### src/rtl/pulse_gen_pkg.sv
// pulse_gen_pkg: shared definitions for the pulse generator slice.
//   state_t          - FSM encoding (IDLE, DLY, ACT)
//   RTG_*            - retrigger policy names accepted by pulse_gen.Rtg
//   POL_*            - output polarity names accepted by pulse_gen.Pol
//   inactive_level() - idle level of out for a given polarity
package pulse_gen_pkg;

  typedef enum logic [1:0] {
    IDLE = 2'd0,
    DLY  = 2'd1,
    ACT  = 2'd2
  } state_t;

  localparam string RTG_IGNORE  = "ignore";
  localparam string RTG_RESTART = "restart";
  localparam string RTG_QUEUE   = "queue";

  localparam string POL_POS = "pos";
  localparam string POL_NEG = "neg";

  // "neg" idles high; everything else idles low.
  function automatic logic inactive_level(input string pol);
    return (pol == POL_NEG) ? 1'b1 : 1'b0;
  endfunction

endpackage

### src/rtl/pulse_gen_cnt.sv
// pulse_cnt: loadable down counter with a registered terminal-count flag.
//   clk, rst - clock, asynchronous active-high reset
//   load     - load val (takes priority over en)
//   en       - decrement by one; holds at zero, never wraps
//   val      - load value
//   tc       - high while the count equals 1
module pulse_cnt #(
  parameter int unsigned W_CNT = 16
) (
  input  logic             clk,
  input  logic             rst,
  input  logic             load,
  input  logic             en,
  input  logic [W_CNT-1:0] val,
  output logic             tc
);

  logic [W_CNT-1:0] cnt;
  logic [W_CNT-1:0] cnt_dec;

  always_comb begin
    cnt_dec = cnt - W_CNT'(1);
  end

  // tc is computed from the value being written, so it tracks cnt == 1
  // in the same cycle without a comparator on the count output.
  always_ff @(posedge clk or posedge rst) begin
    if (rst) begin
      cnt <= '0;
      tc  <= 1'b0;
    end else if (load) begin
      cnt <= val;
      tc  <= (val == W_CNT'(1));
    end else if (en && (cnt != '0)) begin
      cnt <= cnt_dec;
      tc  <= (cnt_dec == W_CNT'(1));
    end
  end

endmodule

### src/rtl/pulse_gen.sv
// pulse_gen: turns a 1-cycle trigger into an output level that goes active
// after dly cycles and stays active for wid cycles.
//   clk, rst - clock, asynchronous active-high reset
//   trg      - trigger pulse
//   dly, wid - delay / active width in cycles, captured on acceptance
//   out      - shaped output, polarity per Pol
//   bsy      - pulse in delay or active phase
//   done     - 1-cycle strobe after a pulse completes
//   ovf      - sticky lost-trigger flag, cleared by clr_ovf (set wins)
//   clr_ovf  - clears ovf
// Rtg selects what a trigger does while busy: "ignore", "restart", "queue".
module pulse_gen
  import pulse_gen_pkg::*;
#(
  parameter int unsigned W_CNT = 16,
  parameter string       Pol   = "pos",
  parameter string       Rtg   = "ignore"
) (
  input  logic             clk,
  input  logic             rst,
  input  logic             trg,
  input  logic [W_CNT-1:0] dly,
  input  logic [W_CNT-1:0] wid,
  output logic             out,
  output logic             bsy,
  output logic             done,
  output logic             ovf,
  input  logic             clr_ovf
);

  localparam logic OFF     = inactive_level(Pol);
  localparam logic ON      = ~OFF;
  localparam bit   IGNORE  = (Rtg == RTG_IGNORE);
  localparam bit   RESTART = (Rtg == RTG_RESTART);
  localparam bit   QUEUE   = (Rtg == RTG_QUEUE);

  state_t           state;
  logic [W_CNT-1:0] sh_wid;
  logic             pend;
  logic [W_CNT-1:0] pnd_dly;
  logic [W_CNT-1:0] pnd_wid;

  logic             tc;
  logic             busy;
  logic             at_end;
  logic             fin;
  logic             abort;
  logic             launch;
  logic [W_CNT-1:0] l_dly;
  logic [W_CNT-1:0] l_wid;
  logic             take_pend;
  logic             set_pend;
  logic             lose;
  logic             done_nxt;
  logic             cnt_load;
  logic             cnt_en;
  logic [W_CNT-1:0] cnt_val;

  always_comb begin
    busy      = (state != IDLE);
    at_end    = busy && tc;
    // Completion: end of ACT, or end of DLY when the captured width is zero.
    fin       = at_end && ((state == ACT) || (sh_wid == '0));
    abort     = RESTART && busy && trg;
    launch    = 1'b0;
    l_dly     = dly;
    l_wid     = wid;
    take_pend = 1'b0;
    set_pend  = 1'b0;
    lose      = 1'b0;

    if (!busy) begin
      launch = trg;
    end else if (RESTART) begin
      launch = trg;
    end else if (QUEUE) begin
      take_pend = fin && pend;
      if (take_pend) begin
        launch = 1'b1;
        l_dly  = pnd_dly;
        l_wid  = pnd_wid;
      end else if (trg && fin) begin
        // Empty slot and trigger in the last busy cycle: launch directly,
        // which is exactly what queuing and launching would produce.
        launch = 1'b1;
      end
      if (trg && pend) begin
        lose = 1'b1;
      end else if (trg && !fin) begin
        set_pend = 1'b1;
      end
    end else if (IGNORE) begin
      lose = trg;
    end

    // A zero/zero launch completes immediately and merges with any
    // completion strobe of the pulse it follows.
    done_nxt = (fin && !abort) || (launch && (l_dly == '0) && (l_wid == '0));

    cnt_load = 1'b0;
    cnt_en   = 1'b0;
    cnt_val  = '0;
    if (launch) begin
      cnt_load = 1'b1;
      cnt_val  = (l_dly != '0) ? l_dly : l_wid;
    end else if (at_end) begin
      cnt_load = 1'b1;
      cnt_val  = fin ? '0 : sh_wid;
    end else begin
      cnt_en = busy;
    end
  end

  pulse_cnt #(
    .W_CNT (W_CNT)
  ) u_cnt (
    .clk  (clk),
    .rst  (rst),
    .load (cnt_load),
    .en   (cnt_en),
    .val  (cnt_val),
    .tc   (tc)
  );

  always_ff @(posedge clk or posedge rst) begin
    if (rst) begin
      state   <= IDLE;
      out     <= OFF;
      bsy     <= 1'b0;
      done    <= 1'b0;
      ovf     <= 1'b0;
      sh_wid  <= '0;
      pend    <= 1'b0;
      pnd_dly <= '0;
      pnd_wid <= '0;
    end else begin
      done <= done_nxt;
      ovf  <= lose | (ovf & ~clr_ovf);

      if (launch) begin
        sh_wid <= l_wid;
        if (l_dly != '0) begin
          state <= DLY;
          out   <= OFF;
          bsy   <= 1'b1;
        end else if (l_wid != '0) begin
          state <= ACT;
          out   <= ON;
          bsy   <= 1'b1;
        end else begin
          state <= IDLE;
          out   <= OFF;
          bsy   <= 1'b0;
        end
      end else if (fin) begin
        state <= IDLE;
        out   <= OFF;
        bsy   <= 1'b0;
      end else if (at_end) begin
        state <= ACT;
        out   <= ON;
      end

      if (take_pend) begin
        pend <= 1'b0;
      end else if (set_pend) begin
        pend    <= 1'b1;
        pnd_dly <= dly;
        pnd_wid <= wid;
      end
    end
  end

endmodule

### config.mk
export PLATFORM = sky130hd
export DESIGN_NAME = pulse_gen
export DESIGN_NICKNAME = d
export VERILOG_FILES = /design/src/rtl/pulse_gen_pkg.sv /design/src/rtl/pulse_gen_cnt.sv /design/src/rtl/pulse_gen.sv
export SDC_FILE = /design/constraint.sdc
export NUM_CORES = 1
export LEC_CHECK = 0
export CORE_AREA = 4 4 86 88
export CTS_CLUSTER_DIAMETER = 120
export DETAILED_ROUTE_END_ITERATION = 12
export DIE_AREA = 0 0 90 92
export GPL_TIMING_DRIVEN = 0
export PLACE_DENSITY = 0.69
export SETUP_SLACK_MARGIN = 0.05
export SKIP_CTS_REPAIR_TIMING = 1
export SYNTH_ARGS = -nofsm -noshare
export SYNTH_HDL_FRONTEND = slang
export SYNTH_HIERARCHICAL = 1
export SYNTH_SLANG_ARGS = --single-unit
### constraint.sdc
create_clock -name clk -period 2.9 [get_ports clk]
set_input_delay 0.58 -clock clk [delete_from_list [all_inputs] [get_ports clk]]
set_output_delay 0.58 -clock clk [all_outputs]
set_load 0.05 [all_outputs]
==> impl_results.md <==
* Row count at 30
* Final cycle utilization of the critical path at 95.5%
* Die area at slightly above 8000 um2
* Logic pwr share at 8.0%
* Initial antenna violation count at 0
* #FFs+latches synth at 38
* Sequential Power Share at ~53%
* Register-to-Register Path Depth at 11
* Measured slew at the worst slew-check pin at approximately 850 ps
* Post-Syn Area at about 2600 um2
* DRC at 0
* Fraction of layout cells with a size suffix above 1 at 17.0%
* Max FO, Critical Path at 8
* Post-synthesis compound-gate area fraction at 18.0%
* Post-synth top cells: nand2_1 (68), dfrtp_1 (38), o21ai_0 (19)
* HP Class: register to register
* Post-synthesis cell count at 298
* Final WS setup at 130 ps
* Routed via count at 2,434
* CP Capture Type: register
* RSZ-0062 raised after global routing: no
* Status: completed
* Net Count, Synth at around 340
* Synth top area cells: dfrtp_1 (37%), nand2_1 (10%), a221o_1 (5.9%), o21ai_0 (3.7%), xnor2_1 (3.4%)
* Post-Synth Adder-Cell Area at less than 1%
* Sw Share at 24.1%
* Seq/Total Area, Yosys at 37.1%
* Syn Area/Cell at 8.59 um2
* Clk pwr share at about 40%
* Dpl ws at -380 ps
* Synth-to-layout area growth at 25.9%
* Critical path required time at 3130 ps
* Io pins at 40
* Clk slew on worst S/H paths at 80 ps
* Final design instance area without fill at 3230 um2
* Placer congestion estimate at 0.867
* Yosys cell types at 54
* Initial core utilization at roughly 39%
* Slew headroom at a little over two fifths
* H-Tree Depth at 2
* Placed Cells at 416
* Post-DR vias/cell at 5.70
* Count leader, synth: nand2_1
* Internal power at 0.767 mW
* Number of sinks handled by clock tree synthesis at 38
* Total placed instance area at ~3000 um2
* Antenna Cells at 0
* WL met1 at 3180 um
* Gr ovfl total at 0
* Port bufs at 38
* Fin nets at 383
* VDD IR max at 0.213 mV
* Post-synthesis mux area share at 2.64%
* NetSw at 0.244 mW
* Max Cap Viol at 0
* Fmax at between 300 and 400 MHz
* Total Power at roughly 1 mW
* Pwr Density at 313 nW/um2
* Vias in the first global route at 2,458
* Post-synth ARST share at between 90% and 100%
* Endpoints failing setup at 0
* Core Region at between 6000 and 7000 um2
* DR WL met2 at about 3400 um
* Crit path kind: register to register
* Die W at 90 um
* Worst Path Arrival at 3000 ps
* Post-Synth XOR/XNOR Area at 4.79%
* Met3 routed WL at 398 um
* Max Used Layer: met4
* Synth top area share at between 30 and 40%
* Final WL at 7110 um
* EDFF count, synth at 0
* Leak pwr at around 1.5 nW
* Synthesis warning total at 6
* Overall routing resource usage at about 18%
* Worst Setup Start Kind: register
* Avg WL per Cell at 16.7 um
* Endpoints failing hold at 0
* Simple-gate share of the synthesized area at 30.8%
* Final clock skew at 10.5 ps
* DRT iter0 DRCs at 142
* Slew Limit Fails at 0
* Detail Placement HPWL at 5440 um
* Antenna-violating nets left at 0
* First-pass GRT wire length at 11,900 um
* Clock Latency Late Sink at around 300 ps
* Largest family of logic cells by synthesized area: simple AND/OR/NAND/NOR gates
* Total CTS buffers at 5
* Largest net degree at the start of global routing at 22
* Finished Layout Cells at 427
* CTS tree: built
* Hold-critical path depth at 2
* Chip Height at 92 um
* Area leader, netlist: dfrtp_1
* CTS Root Buffer Type: clkbuf_8
* DRT Pass-1 Iters at 4
* Final min period at 2770 ps
* Most used DFF post-synth: dfrtp_1
* Maximum clock insertion buffer count at 2
* Fin Hold WS at 528 ps
==> power by group through the flow <==
stage | sequential, mW | combinational, mW | clock [mW]
after floorplan | 0.545 | 0.0136 | 0
after global placement | 0.541 | 0.0802 | 0
after detailed placement | 0.541 | 0.0808 | 0
after CTS | 0.531 | 0.0810 | 0.405
after global routing | 0.531 | 0.0879 | 0.429
final | 0.531 | 0.0808 | 0.399
==> per-layer routing <==
| layer | vias up | global-route usage, % |
|---|---|---|
| met2 | 96 | 29.9 |
| met5 | - | 0 |
| met1 | 1145 | 22.5 |
| met3 | 8 | 3.12 |
| li1 | 1185 | - |
| met4 | 0 | 6.12 |
==> cells by family (layout without fill, tap and decap cells) <==
| group | Yosys count | in the layout |
|---|---|---|
| AO/OA/AOI/OAI | 61 | 61 |
| XOR/XNOR | 14 | 14 |
| adder cells (fa/ha/maj) | 1 | 1 |
| buffers and inverters | 28 | 77 |
| flip-flops | 38 | 38 |
| multiplexers | 6 | 6 |
| AND/OR/NAND/NOR | 150 | 150 |
==> placed cells by master, fill, tap and decap left out, drive strengths merged, types with 2 or more instances in the layout <==
master and n:
nand3 3, nand2b 2, a221o 17, mux2 6, nor2 16, nor4 15, nor3 8, and3 18
nor2b 2, a21oi 6, a211o 2, clkdlybuf4s50 38, o21ai 21, a31o 2, and2 2, nand2 68
or4 3, clkbuf 13, dfrtp 38, buf 14, xor2 4, inv 10, nand4 8, xnor2 10
a31oi 2
==> critical path, cell delays in order (launching register included) <==
cell      delay, ps
dfrtp_1         430
nor4_4          350
nand4_1         180
nor2b_4         170
buf_6           130
a221o_1         420
nor4bb_4        310
a41oi_1          80
a311oi_1        200
and3_1          200
nand4_1         100
o21ai_1         140
==> sequential cells by signal (all words and copies together), names as in the netlist <==
name       flops
u_cnt/tc       1
done           1
u_cnt/cnt     16
sh_wid        16
out            1
bsy            1
state          1
ovf            1
==> worst paths after layout <==
check / start / to / slack (ps)
min in group asynchronous: rst / u_cnt/cnt[13] / 700
worst max-delay path: sh_wid[14] / u_cnt/tc / 130
worst min-delay path: sh_wid[4] / sh_wid[4] / 530
worst max register to register: sh_wid[14] / u_cnt/tc / 130
max in group asynchronous: rst / sh_wid[0] / 1590
worst min register to register: sh_wid[4] / sh_wid[4] / 530
==> cell type report <==
type                            instances  area, um2
Clock buffer                            6       82.6
Tap cell                               80        100
Sequential cell                        38        951
Inverter                               10       37.5
Timing Repair Buffer                   42        410
Multi-Input combinational cell        232       1510
Buffer                                 17        118
Clock inverter                          2       12.5
Fill cell                             642       3420
==> through the flow <==
step	util, %	TNS [ps]
finish	48.5	0
global route	48.5	0
CTS	47.2	-707
detailed placement	45.8	-1320
global placement	45.8	-1050
floorplan	-	0
Note: power is estimated with default switching activity, not from simulation.
